===== src/rtl/uart_tx_sched.sv =====
// Round-robin scheduler sharing one UART transmitter. An accept in cycle T gives
// tx_data_valid in T+1. req_ready stays low until the frame completes or times out.
module uart_tx_sched #(
  parameter int N_REQ        = 4,
  parameter int Width        = 8,
  parameter int BUSY_TIMEOUT = 4
) (
  input  logic                   clk,
  input  logic                   rst,
  input  logic [N_REQ-1:0]       req_valid,
  input  logic [N_REQ*Width-1:0] req_data,
  input  logic [N_REQ-1:0]       req_par_en,
  input  logic [N_REQ-1:0]       req_par_typ,
  output logic [N_REQ-1:0]       req_ready,
  output logic [N_REQ-1:0]       grant,
  output logic [Width-1:0]       tx_p_data,
  output logic                   tx_data_valid,
  output logic                   tx_par_en,
  output logic                   tx_par_typ,
  input  logic                   tx_busy,
  output logic                   active,
  output logic                   timeout_err
);

  localparam int PTR_W = $clog2(N_REQ);
  localparam int CNT_W = $clog2(BUSY_TIMEOUT + 1);
  localparam logic [PTR_W-1:0] PTR_RST = PTR_W'(N_REQ - 1);
  localparam logic [CNT_W-1:0] CNT_EXP = CNT_W'(BUSY_TIMEOUT - 1);

  typedef enum logic [1:0] {IDLE, ISSUE, WAIT_BUSY, WAIT_DONE} state_t;

  state_t           state_q;
  logic [PTR_W-1:0] ptr_q;
  logic [CNT_W-1:0] cnt_q;
  logic [N_REQ-1:0] grant_q;
  logic [Width-1:0] p_data_q;
  logic             data_valid_q;
  logic             par_en_q;
  logic             par_typ_q;
  logic             active_q;
  logic             timeout_err_q;

  logic [Width-1:0] req_byte [N_REQ];
  logic [PTR_W-1:0] win_idx_d;
  logic             win_found_d;
  logic             accept_d;
  logic [N_REQ-1:0] grant_d;

  for (genvar g = 0; g < N_REQ; g++) begin : g_unpack
    assign req_byte[g] = req_data[g*Width +: Width];
  end

  // First valid requester strictly after ptr_q, wrapping.
  always_comb begin
    win_idx_d   = ptr_q;
    win_found_d = 1'b0;
    for (int k = 1; k <= N_REQ; k++) begin
      logic [PTR_W-1:0] cand;
      cand = PTR_W'((int'(ptr_q) + k) % N_REQ);
      if (!win_found_d && req_valid[cand]) begin
        win_found_d = 1'b1;
        win_idx_d   = cand;
      end
    end
  end

  always_comb begin
    accept_d = rst && (state_q == IDLE) && !tx_busy && win_found_d;
    grant_d  = '0;
    if (accept_d) begin
      grant_d[win_idx_d] = 1'b1;
    end
  end

  assign req_ready = grant_d;

  always_ff @(posedge clk or negedge rst) begin
    if (!rst) begin
      state_q       <= IDLE;
      ptr_q         <= PTR_RST;
      cnt_q         <= '0;
      grant_q       <= '0;
      p_data_q      <= '0;
      data_valid_q  <= 1'b0;
      par_en_q      <= 1'b0;
      par_typ_q     <= 1'b0;
      active_q      <= 1'b0;
      timeout_err_q <= 1'b0;
    end else begin
      data_valid_q  <= 1'b0;
      timeout_err_q <= 1'b0;
      case (state_q)
        IDLE: begin
          if (accept_d) begin
            p_data_q     <= req_byte[win_idx_d];
            par_en_q     <= req_par_en[win_idx_d];
            par_typ_q    <= req_par_typ[win_idx_d];
            grant_q      <= grant_d;
            ptr_q        <= win_idx_d;
            data_valid_q <= 1'b1;
            active_q     <= 1'b1;
            state_q      <= ISSUE;
          end
        end
        ISSUE: begin
          cnt_q   <= '0;
          state_q <= WAIT_BUSY;
        end
        WAIT_BUSY: begin
          if (tx_busy) begin
            state_q <= WAIT_DONE;
          end else if (cnt_q >= CNT_EXP) begin
            // Transmitter never took the byte; drop it and free the line.
            timeout_err_q <= 1'b1;
            grant_q       <= '0;
            active_q      <= 1'b0;
            state_q       <= IDLE;
          end else begin
            cnt_q <= cnt_q + CNT_W'(1);
          end
        end
        WAIT_DONE: begin
          if (!tx_busy) begin
            grant_q  <= '0;
            active_q <= 1'b0;
            state_q  <= IDLE;
          end
        end
        default: begin
          grant_q  <= '0;
          active_q <= 1'b0;
          state_q  <= IDLE;
        end
      endcase
    end
  end

  assign grant         = grant_q;
  assign tx_p_data     = p_data_q;
  assign tx_data_valid = data_valid_q;
  assign tx_par_en     = par_en_q;
  assign tx_par_typ    = par_typ_q;
  assign active        = active_q;
  assign timeout_err   = timeout_err_q;

endmodule


===== config.mk =====
export PLATFORM = sky130hd
export DESIGN_NAME = uart_tx_sched
export DESIGN_NICKNAME = d
export VERILOG_FILES = /design/src/rtl/uart_tx_sched.sv
export SDC_FILE = /design/constraint.sdc
export NUM_CORES = 1
export LEC_CHECK = 0
export ABC_AREA = 1
export CORE_UTILIZATION = 35
export CTS_BUF_LIST = sky130_fd_sc_hd__clkbuf_4 sky130_fd_sc_hd__clkbuf_8
export DETAILED_ROUTE_END_ITERATION = 8
export PLACE_DENSITY = 0.66
export SYNTH_ARGS = -nofsm -noshare
export SYNTH_HDL_FRONTEND = slang
export SYNTH_SLANG_ARGS = --single-unit

===== constraint.sdc =====
create_clock -name clk -period 5.7 [get_ports clk]
set_input_delay 0.57 -clock clk [delete_from_list [all_inputs] [get_ports clk]]
set_output_delay 0.57 -clock clk [all_outputs]
set_load 0.01 [all_outputs]

== Word-level counts from Yosys, hierarchy flattened ==
Index checks and enable logic that the tools add are counted.

* Bits in registers: 24
* Output and inout port bits: 21
* Input port bits: 47

* Bitwise gates (word level): 1
* Multiplexer cells: 49
* Eq/ne operators: 9
* Add/subtract/negate cells: 5
* Magnitude comparators: 8
* Reductions and logical operators: 18

{| class="wikitable"
|+ Operator list
! cell !! count
|-
| 2-to-1 mux 1 bit || 20
|-
| 2-to-1 mux 4 bit || 5
|-
| binary-select mux 8 bit (select 2 bit) || 1
|-
| 2-to-1 mux 2 bit || 8
|-
| 2-to-1 mux 8 bit || 2
|-
| less-than comparator 2 x 3 -> 1 bit (second input constant) || 5
|-
| binary-select mux 1 bit (select 2 bit) || 6
|-
| one-hot mux 4 bit (3 select lines) || 1
|-
| inequality test 2 bit (second input constant) || 5
|-
| one-hot mux 2 bit (4 select lines) || 1
|-
| logical AND 1 bit || 7
|-
| 2-to-1 mux 3 bit || 2
|-
| one-hot mux 3 bit (2 select lines) || 1
|-
| AND reduction 3 bit || 2
|-
| AND reduction 5 bit || 1
|-
| adder 2 x 1 -> 2 bit (second input constant) || 2
|-
| adder 2 bit (second input constant) || 2
|-
| == test 2 bit (second input constant) || 2
|-
| zero test 1 bit || 4
|-
| adder 3 x 1 -> 3 bit (second input constant) || 1
|-
| greater-or-equal comparator 3 x 2 -> 1 bit (second input constant) || 1
|-
| greater-or-equal comparator 3 bit (second input constant) || 1
|-
| inequality test 3 bit (second input constant) || 1
|-
| NOT 2 -> 3 bit || 1
|-
| other kinds (8) || 8
|}

== Logic depth before layout (Yosys ltp) ==
Gate-level depths: netlist of run 1.

* Depth in word-level cells: 20
* Depth in mapped cells: 17
* Mapped depth without buffers: 15

== Worst setup path before layout of run 1 ==
Ideal clock, no wire load.

* Path type: register to output
* From: register ptr_q[1]
* To: output req_ready[3]
* Cell stages (with the launch flop): 13
* Slack: 3500 ps
* Data required time: 5130 ps
* Arrival: 1630 ps
* Cells stage by stage: dfstp_2 buf_4 inv_2 nand2_1 nand2_1 nand2_2 nand2_4 or2_1 nand3_2 nand2_4 inv_4 nand2_2 nor2_2

* Cells in the longest elaborated chain, start to end: 18
* Elaborated cells between the ends (all ways): 33

{| class="wikitable"
|+ Ends and longest elaborated chain
! element !! RTL line !! text
|-
| start, declared || 33 || <nowiki>logic [PTR_W-1:0] ptr_q;</nowiki>
|-
| start signal, assigned || 99 || <nowiki>ptr_q <= win_idx_d;</nowiki>
|-
| adder 2 x 1 -> 2 bit || 59 || <nowiki>cand = PTR_W'((int'(ptr_q) + k) % N_REQ);</nowiki>
|-
| binary-select mux 1 bit (select 2 bit) || 60 || <nowiki>if (!win_found_d && req_valid[cand]) begin</nowiki>
|-
| 2-to-1 mux 1 bit (implied by the code) || 60 ||
|-
| 2-to-1 mux 1 bit || 60 ||
|-
| zero test 1 bit || 60 ||
|-
| logical AND 1 bit || 60 ||
|-
| 2-to-1 mux 1 bit || 60 ||
|-
| zero test 1 bit || 60 ||
|-
| (+2 left out) || n/a ||
|-
| zero test 1 bit || 60 ||
|-
| logical AND 1 bit || 60 ||
|-
| 2-to-1 mux 2 bit || 60 ||
|-
| less-than comparator 2 x 3 -> 1 bit (implied by the code) or greater-or-equal comparator 2 x 1 -> 1 bit (tied branches) || 71 || <nowiki>grant_d[win_idx_d] = 1'b1;</nowiki>
|-
| logical AND 1 bit (implied by the code) || 71 ||
|-
| 2-to-1 mux 1 bit (implied by the code) || 71 ||
|-
| demux 1 bit (select 2 bit) || 71 ||
|-
| 2-to-1 mux 4 bit * || 70 || <nowiki>if (accept_d) begin</nowiki>
|-
| end, declared || 14 || <nowiki>output logic [N_REQ-1:0] req_ready,</nowiki>
|}

Every way passes the cells marked *; elsewhere a longest branch is shown, timed or not. The select of a mux whose other input is x is not followed.

== Worst setup path in the final report of run 1 ==
* From: register ptr_q[0]
* To: output req_ready[1]

Same word-level chain as after synthesis.

==> summary.txt, run 1 <==
STA
  • Fin. max-slew vios: 0
  • Final hold vios: 0
  • Fin crit period: 3.49 ns
  • Setup TNS: 0 ns
  • Final worst-path cycle share: 0.612
  • RSZ-0062 raised after global routing: false
  • Fmax: 0.287 GHz
  • Setup violators final: 0
  • Slew Limit Headroom: 0.754
  • Clock Skew: 0.00426 ns
  • Least-Margin Pin Slew: 0.366 ns

Floorplan
  • Die Y: 76.1 microns
  • Core area: 0.00520 sq mm
  • Die X: 76.1 microns
  • Die area: 0.00579 sq mm
  • Initial core utilization: 0.369
  • I/O Pins: 68
  • Rows: 26

Setup path
  • Worst Setup Start Kind: flop
  • WP data arrival: 2.92 ns
  • Crit path kind: flop to primary output
  • WP data required: 5.13 ns
  • Critical Path Sink Type: primary output
  • Maximum fanout along the worst path: 27

Global route
  • GR Util All Layers: 0.175
  • Initial antenna violation count: 0
  • First-pass GRT wire length: 8280 microns
  • Largest net degree at the start of global routing: 28
  • M1 GR Usage: 0.230
  • Grt met2 use: 0.288
  • Most Crowded Layer GR: met2
  • Congestion Overflow GR: 0
  • Met3 Use GR: 0.0395
  • Vias in the first global route: 1819

Logic synthesis
  • Unique cell type count in the Yosys netlist: 27
  • Syn Nets: 339
  • EDFF count, synth: 0
  • Leading area contributor after synthesis: dfrtp_1
  • Asr flop ratio synth: 1.00
  • Mapped Cells: 285
  • Compound-Gate Fraction of Synth Area: 0.0430
  • Post-synth top flop: dfrtp_1
  • Post-synthesis mux area share: 0
  • Syn avg cell area: 6.74 sq um
  • XOR/XNOR Fraction of Synth Area: 0
  • Simple-gate area share of the yosys netlist: 0.471
  • Largest cells by area after synthesis: dfrtp_1 (29%), nand2_1 (20%), nand3_1 (10%), inv_1 (7.2%), ha_1 (4.6%)
  • Adder-Cell Fraction of Synth Area: 0.0456
  • Post-synthesis sequential area ratio: 0.314
  • Seq cells post-synth: 24
  • Synth top area share: 0.286
  • Largest family of logic cells by synthesized area: simple AND/OR/NAND/NOR gates
  • Yosys Warn Count: 0
  • Post-synthesis cell area: 0.00192 sq mm

Detailed routing
  • DRC Markers: 0
  • WL final: 4750 microns
  • DR vias: 1894
  • Initial DRC Count: 45
  • WL/cell: 11.4 microns
  • ANT nets after route: 0
  • DRT Pass-1 Iters: 4
  • DR vias/cell: 4.53

Place
  • DPL Wire Length: 3610 microns
  • Port-buffer cells: 67
  • GP Congestion: 0.863

Clock tree
  • Number of CTS-inserted buffers: 3
  • CTS clk-pin slew, worst paths: 0.08 ns
  • Clk root buf: clkbuf_8
  • Clk buf depth: 2
  • Post-CTS setup buffer count: 0
  • H-tree depth: 1
  • CTS resizes: 0
  • Clock Sinks: 24
  • Clock latency on the worst-skew pair: 0.27 ns
  • CTS tree: built
  • Hold Buf Count CTS: 0

Run status
  • Status: finished clean

Power
  • Pwr dens: 554 mW/mm^2
  • LEAKAGE: 1.35 nW
  • Peak VDD IR: 0.000262 V
  • Overall power: 0.00148 W

Cells and area
  • Layout cells sized above 1: 0.118
  • Syn-to-layout area delta: 38.8%
  • ANT cells: 0
  • Final Net Count: 403

Min path
  • Worst min-delay path class: flop to flop

Job
  • MaxCap Viol Count: 0
[area by class of cell]
cell class	count	area, sq um
Fill cell	535	2540
Multi-Input combinational cell	208	1080
Timing Repair Buffer	68	678
Sequential cell	24	603
Clock buffer	4	55.1
Inverter	44	168
Tap cell	70	87.6
[worst paths after layout]
check,start,to,slack (ns),cells past startpoint
worst min register to register,tx_p_data[3],tx_p_data[3],0.48,2
min in group asynchronous,rst,tx_par_en,0.67,2
max in group asynchronous,rst,ptr_q[0],4.74,2
worst max register to register,ptr_q[0],grant[3],3.39,13
worst min-delay path,tx_p_data[3],tx_p_data[3],0.48,2
worst max-delay path,ptr_q[0],req_ready[1],2.21,13
[placed cells by master (no fill, tap or decap), types with 2 or more instances in the layout]
cell type	count
a21oi_1	4
clkbuf_8	4
clkdlybuf4s50_1	67
dfrtp_1	22
dfstp_2	2
ha_1	7
inv_1	37
inv_2	6
nand2_1	103
nand2_2	14
nand2_4	4
nand3_1	40
nand3_4	3
nand4_1	3
nor2_1	7
nor2_2	2
nor2_4	3
o21ai_0	7
o21ai_1	3
o22ai_1	2
or2_0	3
[metrics by stage]
step | util | area [sq um] | worst slack [ns] | hold WS, ns | cells
global placement | 0.502 | 2610 | 2.22 | 0.462 | 414
CTS | 0.513 | 2670 | 2.18 | 0.488 | 418
floorplan | - | 1920 | 3.50 | 0.274 | 285
detailed placement | 0.502 | 2610 | 2.21 | 0.464 | 414
finish | 0.513 | 2670 | 2.21 | 0.483 | 418
global route | 0.513 | 2670 | 1.96 | 0.513 | 418
[worst max-delay path, cell delays in order, from the launching register on]
cell and delay (ns):
dfstp_2 0.67, inv_2 0.13, nand2_1 0.09, nand2_2 0.08, nand2_2 0.10, nand2_4 0.08
inv_2 0.07, nand3_4 0.08, nand2_4 0.19, nand2_4 0.23, nor2_1 0.15, inv_1 0.06
nor2_1 0.15, clkdlybuf4s50_1 0.56
[power breakdown]
group          internal, W  leakage (nW)  switching [W]
clock network    0.0000616        0.0288      0.0000523
logic             0.000394          1.01       0.000669
registers         0.000244         0.307      0.0000588
total             0.000699          1.35       0.000780
[synth_stat cells (all sizes together), types with 2 or more instances]
library cell  number
or2                4
o21ai             10
nand3             44
inv               44
nor2              12
a21oi              4
dfrtp             22
nand2            121
buf                9
ha                 7
o22ai              2
nand4              3
dfstp              2
[flip-flops by register name (all words and copies together) (netlist names)]
signal / flops
tx_p_data: 8
grant: 4
cnt_q: 3
ptr_q: 2
state_q: 2
active: 1
timeout_err: 1
tx_data_valid: 1
tx_par_en: 1
tx_par_typ: 1
[logic make-up (layout without fill, tap and decap cells)]
group                      count (synthesis)  count (layout)
and+or+nand+nor                          185             185
buffers and inverters                     53             116
DFF                                       24              24
AOI/OAI and AO/OA                         16              16
adders and majority gates                  7               7
[routing by layer]
metal	vias up	part of all wire
met5	-	0
met4	0	0.013
met3	4	0.067
met2	59	0.44
met1	817	0.48
li1	1014	-
No activity file was read; power rests on OpenSTA's default activity.
==> inputs of run 2 (changes only) <==
--- a/config.mk
+++ b/config.mk
@@ -9,7 +9,7 @@
 export CORE_UTILIZATION = 35
 export CTS_BUF_LIST = sky130_fd_sc_hd__clkbuf_4 sky130_fd_sc_hd__clkbuf_8
 export DETAILED_ROUTE_END_ITERATION = 8
-export PLACE_DENSITY = 0.66
+export PLACE_DENSITY = 0.68
 export SYNTH_ARGS = -nofsm -noshare
 export SYNTH_HDL_FRONTEND = slang
 export SYNTH_SLANG_ARGS = --single-unit
==> constraint.sdc (replaced) <==
create_clock -name clk -period 3.1 [get_ports clk]
set_input_delay 0.31 -clock clk [delete_from_list [all_inputs] [get_ports clk]]
set_output_delay 0.31 -clock clk [all_outputs]
set_load 0.01 [all_outputs]
==> summary.txt, run 2 (same netlist as run 1, synthesis figures left out) <==
Setup path
  • WP data arrival: 2.61 ns
  • Maximum fanout along the worst path: 13
  • Worst Setup Start Kind: flop
  • R2R depth: 16
  • WP data required: 2.79 ns
  • Crit path kind: flop to primary output
  • FF-to-FF End: tx_p_data[2]
  • Reg-to-reg startpoint: ptr_q[0]
  • Reg2reg setup slack: 0.95 ns
  • Critical Path Sink Type: primary output

Global route
  • Initial antenna violation count: 0
  • Vias in the first global route: 1858
  • Congestion Overflow GR: 0
  • First-pass GRT wire length: 8450 microns
  • Largest net degree at the start of global routing: 25
  • GR Util All Layers: 0.174

Power
  • LEAKAGE: 1.42 nW
  • Pwr dens: 1040 mW/mm^2
  • Peak VDD IR: 0.000513 V

Clock tree
  • Clock latency on the worst-skew pair: 0.26 ns
  • CTS tree: built
  • Clk buf depth: 2
  • CTS clk-pin slew, worst paths: 0.08 ns
  • Clock Sinks: 24
  • Clk root buf: clkbuf_8
  • Number of CTS-inserted buffers: 3
  • H-tree depth: 1
  • Hold Buf Count CTS: 0

Detailed routing
  • DRT Pass-1 Iters: 4
  • DRC Markers: 0
  • ANT nets after route: 0
  • WL/cell: 11.4 microns
  • Met3 wire len: 294 microns
  • Top Metal Used: met4
  • DR vias/cell: 4.59
  • Routed length on met1: 2350 microns
  • WL final: 4850 microns
  • Initial DRC Count: 55
  • DR vias: 1951
  • Met2 WL: 2210 microns

STA
  • Slew Limit Headroom: 0.784
  • Final hold vios: 0
  • Clock Skew: 0.00182 ns
  • Setup violators final: 0
  • Final worst-path cycle share: 0.942
  • Fin crit period: 2.92 ns
  • Setup TNS: 0 ns
  • RSZ-0062 raised after global routing: false
  • Fmax: 0.343 GHz
  • Fin. max-slew vios: 0
  • Least-Margin Pin Slew: 0.321 ns

Place
  • GP Congestion: 0.847
  • Post-DP Area: 0.00264 sq mm
  • DPL Wire Length: 3630 microns
  • Port-buffer cells: 67

Min path
  • Worst min-delay path class: flop to flop
  • Hold Path Sink: grant[3]
  • Hold depth: 2
  • Min-delay src: grant[3]

Floorplan
  • Core area: 0.00520 sq mm
  • Rows: 26
  • I/O Pins: 68
  • Die X: 76.1 microns
  • Initial core utilization: 0.369
  • Die Y: 76.1 microns
  • Die area: 0.00579 sq mm

Cells and area
  • Post-route cell area: 0.00275 sq mm
  • Fillers: 520
  • Final Net Count: 410
  • ANT cells: 0
  • Most frequent cells in the layout: nand2_1 (103), clkdlybuf4s50_1 (65), nand3_1 (40)
  • Syn-to-layout area delta: 43.0%
  • Layout cells sized above 1: 0.135
  • Most common cell after layout, fill and taps aside: nand2_1
  • Largest register FFs: 8

Run status
  • Status: finished clean

Job
  • MaxCap Viol Count: 0
run 2: stage by stage:
step	power [W]	utilization	std cells	hold WS [ns]	setup slack [ns]
after floorplan	0.00213	-	285	0.0144	1.16
after global placement	0.00254	0.506	417	0.461	0.300
after detailed placement	0.00257	0.506	417	0.464	0.247
after CTS	0.00284	0.524	424	0.495	0.0875
after global routing	0.00317	0.528	425	0.513	0.0519
final	0.00285	0.528	425	0.490	0.181
run 2: power by group:
group	switching [W]	leakage (nW)	total, W	internal (W)
Clock	0.0000966	0.0288	0.000210	0.000113
Sequential	0.0000896	0.307	0.000537	0.000447
Combinational	0.00128	1.09	0.00210	0.000818
Total	0.00147	1.42	0.00285	0.00138
run 2: layer usage:
| metal | vias to the layer above | track usage |
|---|---|---|
| li1 | 1021 | - |
| met4 | 0 | 0.0231 |
| met5 | - | 0 |
| met3 | 2 | 0.0359 |
| met1 | 861 | 0.237 |
| met2 | 67 | 0.292 |
run 2: worst max-delay path, stage by stage (launching register included):
cell,delay (ns)
dfstp_2,0.59
inv_2,0.09
nand2_1,0.08
nand2_2,0.07
nand2_2,0.10
nand2_4,0.08
or2_1,0.22
nand3_2,0.09
nand2_4,0.13
inv_6,0.13
nand2_2,0.09
nor2_4,0.11
clkdlybuf4s50_1,0.55
run 2: repair_timing:
| item | CTS | global route |
|---|---|---|
| gates resized for setup | 0 | 4 |
| pin swaps | 0 | 0 |
| endpoints found under the setup margin | 2 | 2 |
| setup buffers | 3 | 1 |
run 2: worst max path at each step:
stage | start | depth (start not counted) | to
floorplan | ptr_q[1] | 12 | req_ready[3]
global placement | ptr_q[0] | 12 | req_ready[3]
detailed placement | req_valid[2] | 12 | req_ready[1]
CTS | ptr_q[1] | 13 | req_ready[1]
global route | ptr_q[0] | 12 | req_ready[2]
finish | ptr_q[0] | 12 | req_ready[2]
run 2: layout make-up:
class / instances / area [sq um] / area share
Multi-Input combinational cell: 208 / 1080 / 0.395
Timing Repair Buffer: 75 / 748 / 0.272
Sequential cell: 24 / 603 / 0.219
Inverter: 44 / 170 / 0.0619
Tap cell: 70 / 87.6 / 0.0319
Clock buffer: 4 / 55.1 / 0.0200
